==> src/rtl/hall_speed_meter.sv <==
// Hall-sensor front end: synchronise, deglitch, validate commutation order, and average step periods.
// Optional HALL_STEP_COUNT_EN adds a signed 16-bit position counter.
module hall_speed_meter #(
  parameter int unsigned CNT_W    = 16,
  parameter int unsigned AVG_LOG2 = 2,
  parameter int unsigned FILT_LEN = 4
) (
  input  logic             clock,
  input  logic             reset,
  input  logic [2:0]       hall_effect,
  output logic             step_pulse,
  output logic             direction,
  output logic [CNT_W-1:0] period,
  output logic             period_valid,
  output logic             stalled,
  output logic             hall_fault
`ifdef HALL_STEP_COUNT_EN
  ,
  output logic signed [15:0] position
`endif
);

  localparam int unsigned ACC_W = CNT_W + AVG_LOG2;
  localparam int unsigned FC_W  = $clog2(FILT_LEN + 1);
  localparam int unsigned SC_W  = AVG_LOG2 + 1;
  localparam int unsigned AVG_N = 1 << AVG_LOG2;
  localparam logic [CNT_W-1:0] CNT_MAX  = '1;
  localparam logic [2:0]       CODE_RST = 3'b101;

  // Position of a code in the forward commutation cycle; 7 marks an illegal code.
  function automatic logic [2:0] code_idx(input logic [2:0] code);
    case (code)
      3'b101:  code_idx = 3'd0;
      3'b100:  code_idx = 3'd1;
      3'b110:  code_idx = 3'd2;
      3'b010:  code_idx = 3'd3;
      3'b011:  code_idx = 3'd4;
      3'b001:  code_idx = 3'd5;
      default: code_idx = 3'd7;
    endcase
  endfunction

  logic [2:0]      r_sync1, r_sync2, r_cand;
  logic [FC_W-1:0] r_fcnt;
  logic            r_acc_stb, r_ev_stb;
  logic [2:0]      r_acc_code, r_ev_code;

  logic            w_change, w_accept;
  logic [FC_W-1:0] w_fcnt_nxt;

  assign w_change   = (r_sync2 != r_cand);
  assign w_fcnt_nxt = w_change ? FC_W'(1)
                    : ((r_fcnt < FC_W'(FILT_LEN)) ? r_fcnt + FC_W'(1) : r_fcnt);
  assign w_accept   = (w_fcnt_nxt == FC_W'(FILT_LEN)) && (w_change || (r_fcnt != FC_W'(FILT_LEN)));

  // Synchroniser, run-length filter, and two-stage accepted-code pipeline.
  always_ff @(posedge clock) begin
    if (reset) begin
      r_sync1    <= CODE_RST;
      r_sync2    <= CODE_RST;
      r_cand     <= CODE_RST;
      r_fcnt     <= '0;
      r_acc_stb  <= 1'b0;
      r_acc_code <= CODE_RST;
      r_ev_stb   <= 1'b0;
      r_ev_code  <= CODE_RST;
    end else begin
      r_sync1    <= hall_effect;
      r_sync2    <= r_sync1;
      r_cand     <= r_sync2;
      r_fcnt     <= w_fcnt_nxt;
      r_acc_stb  <= w_accept;
      r_acc_code <= r_sync2;
      r_ev_stb   <= r_acc_stb;
      r_ev_code  <= r_acc_code;
    end
  end

  logic [2:0]       r_stored;
  logic             r_dir, r_step, r_fault, r_pv, r_stalled, r_armed;
  logic [CNT_W-1:0] r_period, r_cnt;
  logic [ACC_W-1:0] r_acc;
  logic [SC_W-1:0]  r_scnt;

  logic [2:0]       w_old_idx, w_new_idx, w_fwd_idx, w_rev_idx;
  logic             w_illegal, w_same, w_fwd, w_rev, w_step, w_skip, w_bad;
  logic [CNT_W-1:0] w_sample;
  logic [ACC_W-1:0] w_acc_sum;
  logic [SC_W-1:0]  w_scnt_sum;

  assign w_old_idx  = code_idx(r_stored);
  assign w_new_idx  = code_idx(r_ev_code);
  assign w_fwd_idx  = (w_old_idx == 3'd5) ? 3'd0 : w_old_idx + 3'd1;
  assign w_rev_idx  = (w_old_idx == 3'd0) ? 3'd5 : w_old_idx - 3'd1;
  assign w_illegal  = (w_new_idx == 3'd7);
  assign w_same     = (r_ev_code == r_stored);
  assign w_fwd      = (w_new_idx == w_fwd_idx);
  assign w_rev      = (w_new_idx == w_rev_idx);
  assign w_step     = r_ev_stb && !w_illegal && !w_same && (w_fwd || w_rev);
  assign w_skip     = r_ev_stb && !w_illegal && !w_same && !w_fwd && !w_rev;
  assign w_bad      = r_ev_stb && w_illegal;
  // The counter is cleared on the step edge, so clocks between steps is its value plus one.
  assign w_sample   = r_cnt + CNT_W'(1);
  assign w_acc_sum  = r_acc + ACC_W'(w_sample);
  assign w_scnt_sum = r_scnt + SC_W'(1);

  logic [2:0]       w_stored_nxt;
  logic             w_dir_nxt, w_step_nxt, w_fault_nxt, w_pv_nxt, w_stalled_nxt, w_armed_nxt;
  logic [CNT_W-1:0] w_period_nxt, w_cnt_nxt;
  logic [ACC_W-1:0] w_acc_nxt;
  logic [SC_W-1:0]  w_scnt_nxt;

  // Step classification, period measurement and stall detection.
  always_comb begin
    w_stored_nxt  = r_stored;
    w_dir_nxt     = r_dir;
    w_step_nxt    = w_step;
    w_fault_nxt   = w_bad || w_skip;
    w_pv_nxt      = 1'b0;
    w_stalled_nxt = r_stalled;
    w_armed_nxt   = r_armed;
    w_period_nxt  = r_period;
    w_cnt_nxt     = (r_cnt == CNT_MAX) ? r_cnt : r_cnt + CNT_W'(1);
    w_acc_nxt     = r_acc;
    w_scnt_nxt    = r_scnt;

    if (w_step) begin
      w_stored_nxt  = r_ev_code;
      w_dir_nxt     = w_fwd;
      w_cnt_nxt     = '0;
      w_stalled_nxt = 1'b0;
      w_armed_nxt   = 1'b1;
      if (r_armed && (r_cnt != CNT_MAX)) begin
        if (w_scnt_sum == SC_W'(AVG_N)) begin
          w_period_nxt = CNT_W'(w_acc_sum >> AVG_LOG2);
          w_pv_nxt     = 1'b1;
          w_acc_nxt    = '0;
          w_scnt_nxt   = '0;
        end else begin
          w_acc_nxt  = w_acc_sum;
          w_scnt_nxt = w_scnt_sum;
        end
      end
    end else if (w_skip) begin
      w_stored_nxt = r_ev_code;
      w_armed_nxt  = 1'b0;
      w_acc_nxt    = '0;
      w_scnt_nxt   = '0;
    end

    if (!w_step && (r_cnt == CNT_MAX)) begin
      w_stalled_nxt = 1'b1;
      w_armed_nxt   = 1'b0;
      w_acc_nxt     = '0;
      w_scnt_nxt    = '0;
    end
  end

  always_ff @(posedge clock) begin
    if (reset) begin
      r_stored  <= CODE_RST;
      r_dir     <= 1'b1;
      r_step    <= 1'b0;
      r_fault   <= 1'b0;
      r_pv      <= 1'b0;
      r_stalled <= 1'b1;
      r_armed   <= 1'b0;
      r_period  <= '0;
      r_cnt     <= '0;
      r_acc     <= '0;
      r_scnt    <= '0;
    end else begin
      r_stored  <= w_stored_nxt;
      r_dir     <= w_dir_nxt;
      r_step    <= w_step_nxt;
      r_fault   <= w_fault_nxt;
      r_pv      <= w_pv_nxt;
      r_stalled <= w_stalled_nxt;
      r_armed   <= w_armed_nxt;
      r_period  <= w_period_nxt;
      r_cnt     <= w_cnt_nxt;
      r_acc     <= w_acc_nxt;
      r_scnt    <= w_scnt_nxt;
    end
  end

  assign step_pulse   = r_step;
  assign direction    = r_dir;
  assign period       = r_period;
  assign period_valid = r_pv;
  assign stalled      = r_stalled;
  assign hall_fault   = r_fault;

`ifdef HALL_STEP_COUNT_EN
  logic [15:0] r_pos;

  // Signed step count, wrapping in two's complement.
  always_ff @(posedge clock) begin
    if (reset) begin
      r_pos <= '0;
    end else if (w_step) begin
      r_pos <= w_fwd ? r_pos + 16'd1 : r_pos - 16'd1;
    end
  end

  assign position = r_pos;
`endif

endmodule
==> config.mk <==
export PLATFORM = sky130hd
export DESIGN_NAME = hall_speed_meter
export DESIGN_NICKNAME = d
export VERILOG_FILES = /design/src/rtl/hall_speed_meter.sv
export SDC_FILE = /design/constraint.sdc
export NUM_CORES = 1
export LEC_CHECK = 0
export BUFFER_PORTS_ARGS = -buffer_cell sky130_fd_sc_hd__buf_2
export CELL_PAD_IN_SITES_DETAIL_PLACEMENT = 1
export CELL_PAD_IN_SITES_GLOBAL_PLACEMENT = 2
export CORE_AREA = 3 3 118 120
export CTS_BUF_LIST = sky130_fd_sc_hd__clkbuf_16
export DETAILED_ROUTE_END_ITERATION = 7
export DIE_AREA = 0 0 121 123
export GPL_TIMING_DRIVEN = 0
export PLACE_DENSITY_LB_ADDON = 0.12
export SYNTH_ARGS = -nofsm -noshare
export SYNTH_HDL_FRONTEND = slang
export SYNTH_SLANG_ARGS = --single-unit
==> constraint.sdc <==
create_clock -name clock -period 3.2 [get_ports clock]
set_clock_uncertainty 0.1 [all_clocks]
set_input_delay 0.16 -clock clock [delete_from_list [all_inputs] [get_ports clock]]
set_output_delay 0.16 -clock clock [all_outputs]
set_load 0.02 [all_outputs]
==> metrics <==
Max Transition Viols Final 0; CP Data Required Time 3.39 ns; maximum buffer depth of the clock tree 2; vias in the first global route 3,585; Layout area overhead 22.22%; top-count cell post-synth dfxtp_1; drt initial violations 90; flop2flop setup slack 0.04 ns; antenna cells 0; routed wire length per instance 16.39 microns; Hold EP period_valid; Layout Nets 556; Post-Route WL 11.64 mm; achievable frequency 316.0 MHz; setup violators final 0; Die Ht 123 microns; TNS Setup 0 ns; Die Wd around 120 microns; number of flops mapped to enable cells by yosys 0; TritonCTS Buffers 9; HP Class primary input to flip-flop; Worst Reg2Reg Path Length in Cells 13; asr flop ratio synth 0; final hold vios 0; Top Family by Delay on Critical Path simple AND/OR/NAND/NOR gates; synth warn 0; antenna-violating nets left 0; share of post-route cells with drive strength above 1 0.2547; Crit path buffers/inverters 0; DP HPWL 8.891 mm; most frequent CP cell and3_4; Pre-antenna DRT Iters 4; minimum clock period 3.164 ns; #FFs+latches synth 79; pre-CTS WS -0.5084 ns; DRC viols 0; Skew-Pair Late Insertion Delay about 0.35 ns; CTS tree yes; Critical Path Slowest Stage Cell or3b_4; critical path, cell by cell and3_4 -> and3_4 -> and2_4 -> nand2_1 -> xnor2_2 -> ha_4 -> a21oi_4 -> nand2_2 -> o2111ai_2 -> or3b_4 -> xnor2_4 -> or3_1 -> a21oi_2; LEAKAGE between 0.002 and 0.0025 uW; Placer Congestion 0.7544; Worst setup SP type flip-flop; HP Start reset; initial antenna violation count 0; clock root cell clkbuf_16; post-synth top area share 0.3638; mean cell area of the mapped netlist 8.835 sq um; register area share after synthesis 0.3638; total number of vias 3,555; IO Pins 26; FP Rows 42; global route overflow 0; Slew headroom 0.6046; run status completed; Total GRT Usage 0.1631; Worst Max-Slew Pin Slew 0.5921 ns; Clock H-tree levels 3; worst reg2reg path startpoint r_cnt[2]; WS Path Type flip-flop to flip-flop; unrepaired setup endpoints after global routing yes; Max IR drop VDD 0.2595 mV; full die area 14,880 sq um; WHS Path Cells 2; main area contributors after synthesis dfxtp_1 (36%), ha_1 (6.0%), xnor2_1 (4.8%); wire length of the first global-routing pass 18.86 mm; total of max-cap violations 0; Floorplan Core Area around 13,000 sq um; reg2reg end r_acc[12]; Synth Instances 492; crit end category flip-flop; Final Util 0.4060; Reg clk slew, reported paths 0.06 ns; Yosys cell types 64; PwrDens 394.1 nW/um^2; final worst slack 0.03561 ns; maximum fanout along the worst path 5; Synth Net Count 519; Post-Syn Area approximately 4300 sq um; most common library cells after synthesis dfxtp_1 (79), nand2_1 (36), a21oi_1 (34); starting density of the core 0.3322; clock tree sinks 79; delay of the slowest critical-path stage 0.46 ns; Most used DFF post-synth dfxtp_1; port bufs 25; Final Cycle Share 0.9889; routed vias/inst 5.007; pin count of the biggest net entering global routing 17; Worst EP arrival 3.35 ns; Synth area leader dfxtp_1
[timing repair]
action	4_1_cts	5_1_grt
setup endpoints to repair	17	18
pin swaps	1	7
endpoints found under the hold margin	3	0
hold buffers	3	0
setup buffers	0	2
gates resized for setup	18	41
cloned	0	0
[sequential cells by signal, summed over array words and instances (netlist names)]
name          cells
direction         1
r_armed           1
step_pulse        1
r_acc_code        3
r_ev_code         3
r_acc_stb         1
period           16
r_sync1           3
r_fcnt            3
stalled           1
r_acc            18
r_ev_stb          1
r_stored          3
r_sync2           3
r_scnt            3
period_valid      1
hall_fault        1
r_cnt            16
[area by class of cell]
class,instances,area [sq um]
clock inverter,7,60.06
clock buffer,9,225.2
sequential,79,1590
multi-input combinational,363,2820
inverter,24,90.09
buffer,22,136.4
timing repair buffer,30,170.2
tap,176,220.2
fill,1501,7772
[worst register-to-register path, stage by stage, from the launching register on]
cell	delay (ns)
dfxtp_2	0.36
and3_4	0.18
and3_4	0.19
and2_4	0.17
nand2_1	0.09
xnor2_2	0.24
ha_4	0.27
a21oi_4	0.16
nand2_2	0.08
o2111ai_2	0.19
or3b_4	0.46
xnor2_4	0.16
or3_1	0.33
a21oi_2	0.13
[worst max-delay path by stage]
| stage | startpoint | to | slack, ns | depth (start not counted) |
|---|---|---|---|---|
| detailed placement | r_cnt[2] | r_acc[12] | -0.51 | 14 |
| global route | r_cnt[2] | r_acc[12] | -0.11 | 13 |
| floorplan | r_cnt[2] | r_acc[12] | 0.10 | 14 |
| CTS | r_cnt[3] | r_acc[12] | -0.09 | 13 |
| finish | r_cnt[2] | r_acc[12] | 0.04 | 13 |
| global placement | r_cnt[2] | r_acc[12] | -0.42 | 14 |
[stage by stage]
stage / total power [uW] / cells / area, sq um / hold slack, ns
final: 2094 / 710 / 5313 / 0.01472
after global routing: 2190 / 710 / 5313 / 0.03800
after detailed placement: 1109 / 693 / 4692 / 0.2466
after floorplan: 1083 / 492 / 4347 / 0.1529
after CTS: 2129 / 709 / 5081 / 0.01078
after global placement: 1106 / 693 / 4692 / 0.2461
[metal layers]
| metal | vias up | wire [microns] | GRT usage |
|---|---|---|---|
| met5 | - | 0 | 0 |
| met4 | 0 | 172 | 0.05595 |
| met3 | 13 | 334 | 0.03660 |
| met2 | 36 | 5705 | 0.2741 |
| met1 | 1715 | 5424 | 0.2071 |
| li1 | 1791 | - | - |
[cells by family after synthesis]
| kind of cell | after synthesis | synth area share |
|---|---|---|
| muxes | 15 | 0.03454 |
| buffers and inverters | 50 | 0.05498 |
| and+or+nand+nor | 186 | 0.2337 |
| adders and majority gates | 22 | 0.06505 |
| DFF | 79 | 0.3638 |
| AOI/OAI and AO/OA | 104 | 0.1753 |
| xor gates and xnor gates | 36 | 0.07254 |
[power by group]
part | switching, uW | internal (uW) | total, uW
Sequential | 10.8 | 995 | 1010
Clock | 463 | 542 | 1010
Combinational | 47.4 | 35.3 | 82.7
Total | 521 | 1570 | 2090
[cell usage in the layout, fill, tap and decap left out, drive strengths merged, types with 4 or more instances in the layout]
cell type | Yosys | layout
o21ba | 10 | 10
and2 | 16 | 16
ha | 21 | 21
nand2 | 36 | 36
nand2b | 11 | 11
a22oi | 4 | 4
nand3 | 16 | 16
nor4 | 5 | 5
nor2b | 12 | 12
inv | 23 | 28
a211o | 4 | 4
nor3b | 4 | 4
nor2 | 35 | 35
a211oi | 7 | 7
xnor2 | 24 | 24
buf | 16 | 42
and3 | 4 | 4
clkbuf | 10 | 16
mux2i | 15 | 15
dfxtp | 79 | 79
o211ai | 4 | 4
nor3 | 9 | 9
or2 | 8 | 8
a21oi | 34 | 34
o21ai | 13 | 13
a21o | 7 | 7
xor2 | 12 | 12
nand4b | 4 | 4
or3 | 14 | 14
(Power assumes the default switching activity.)
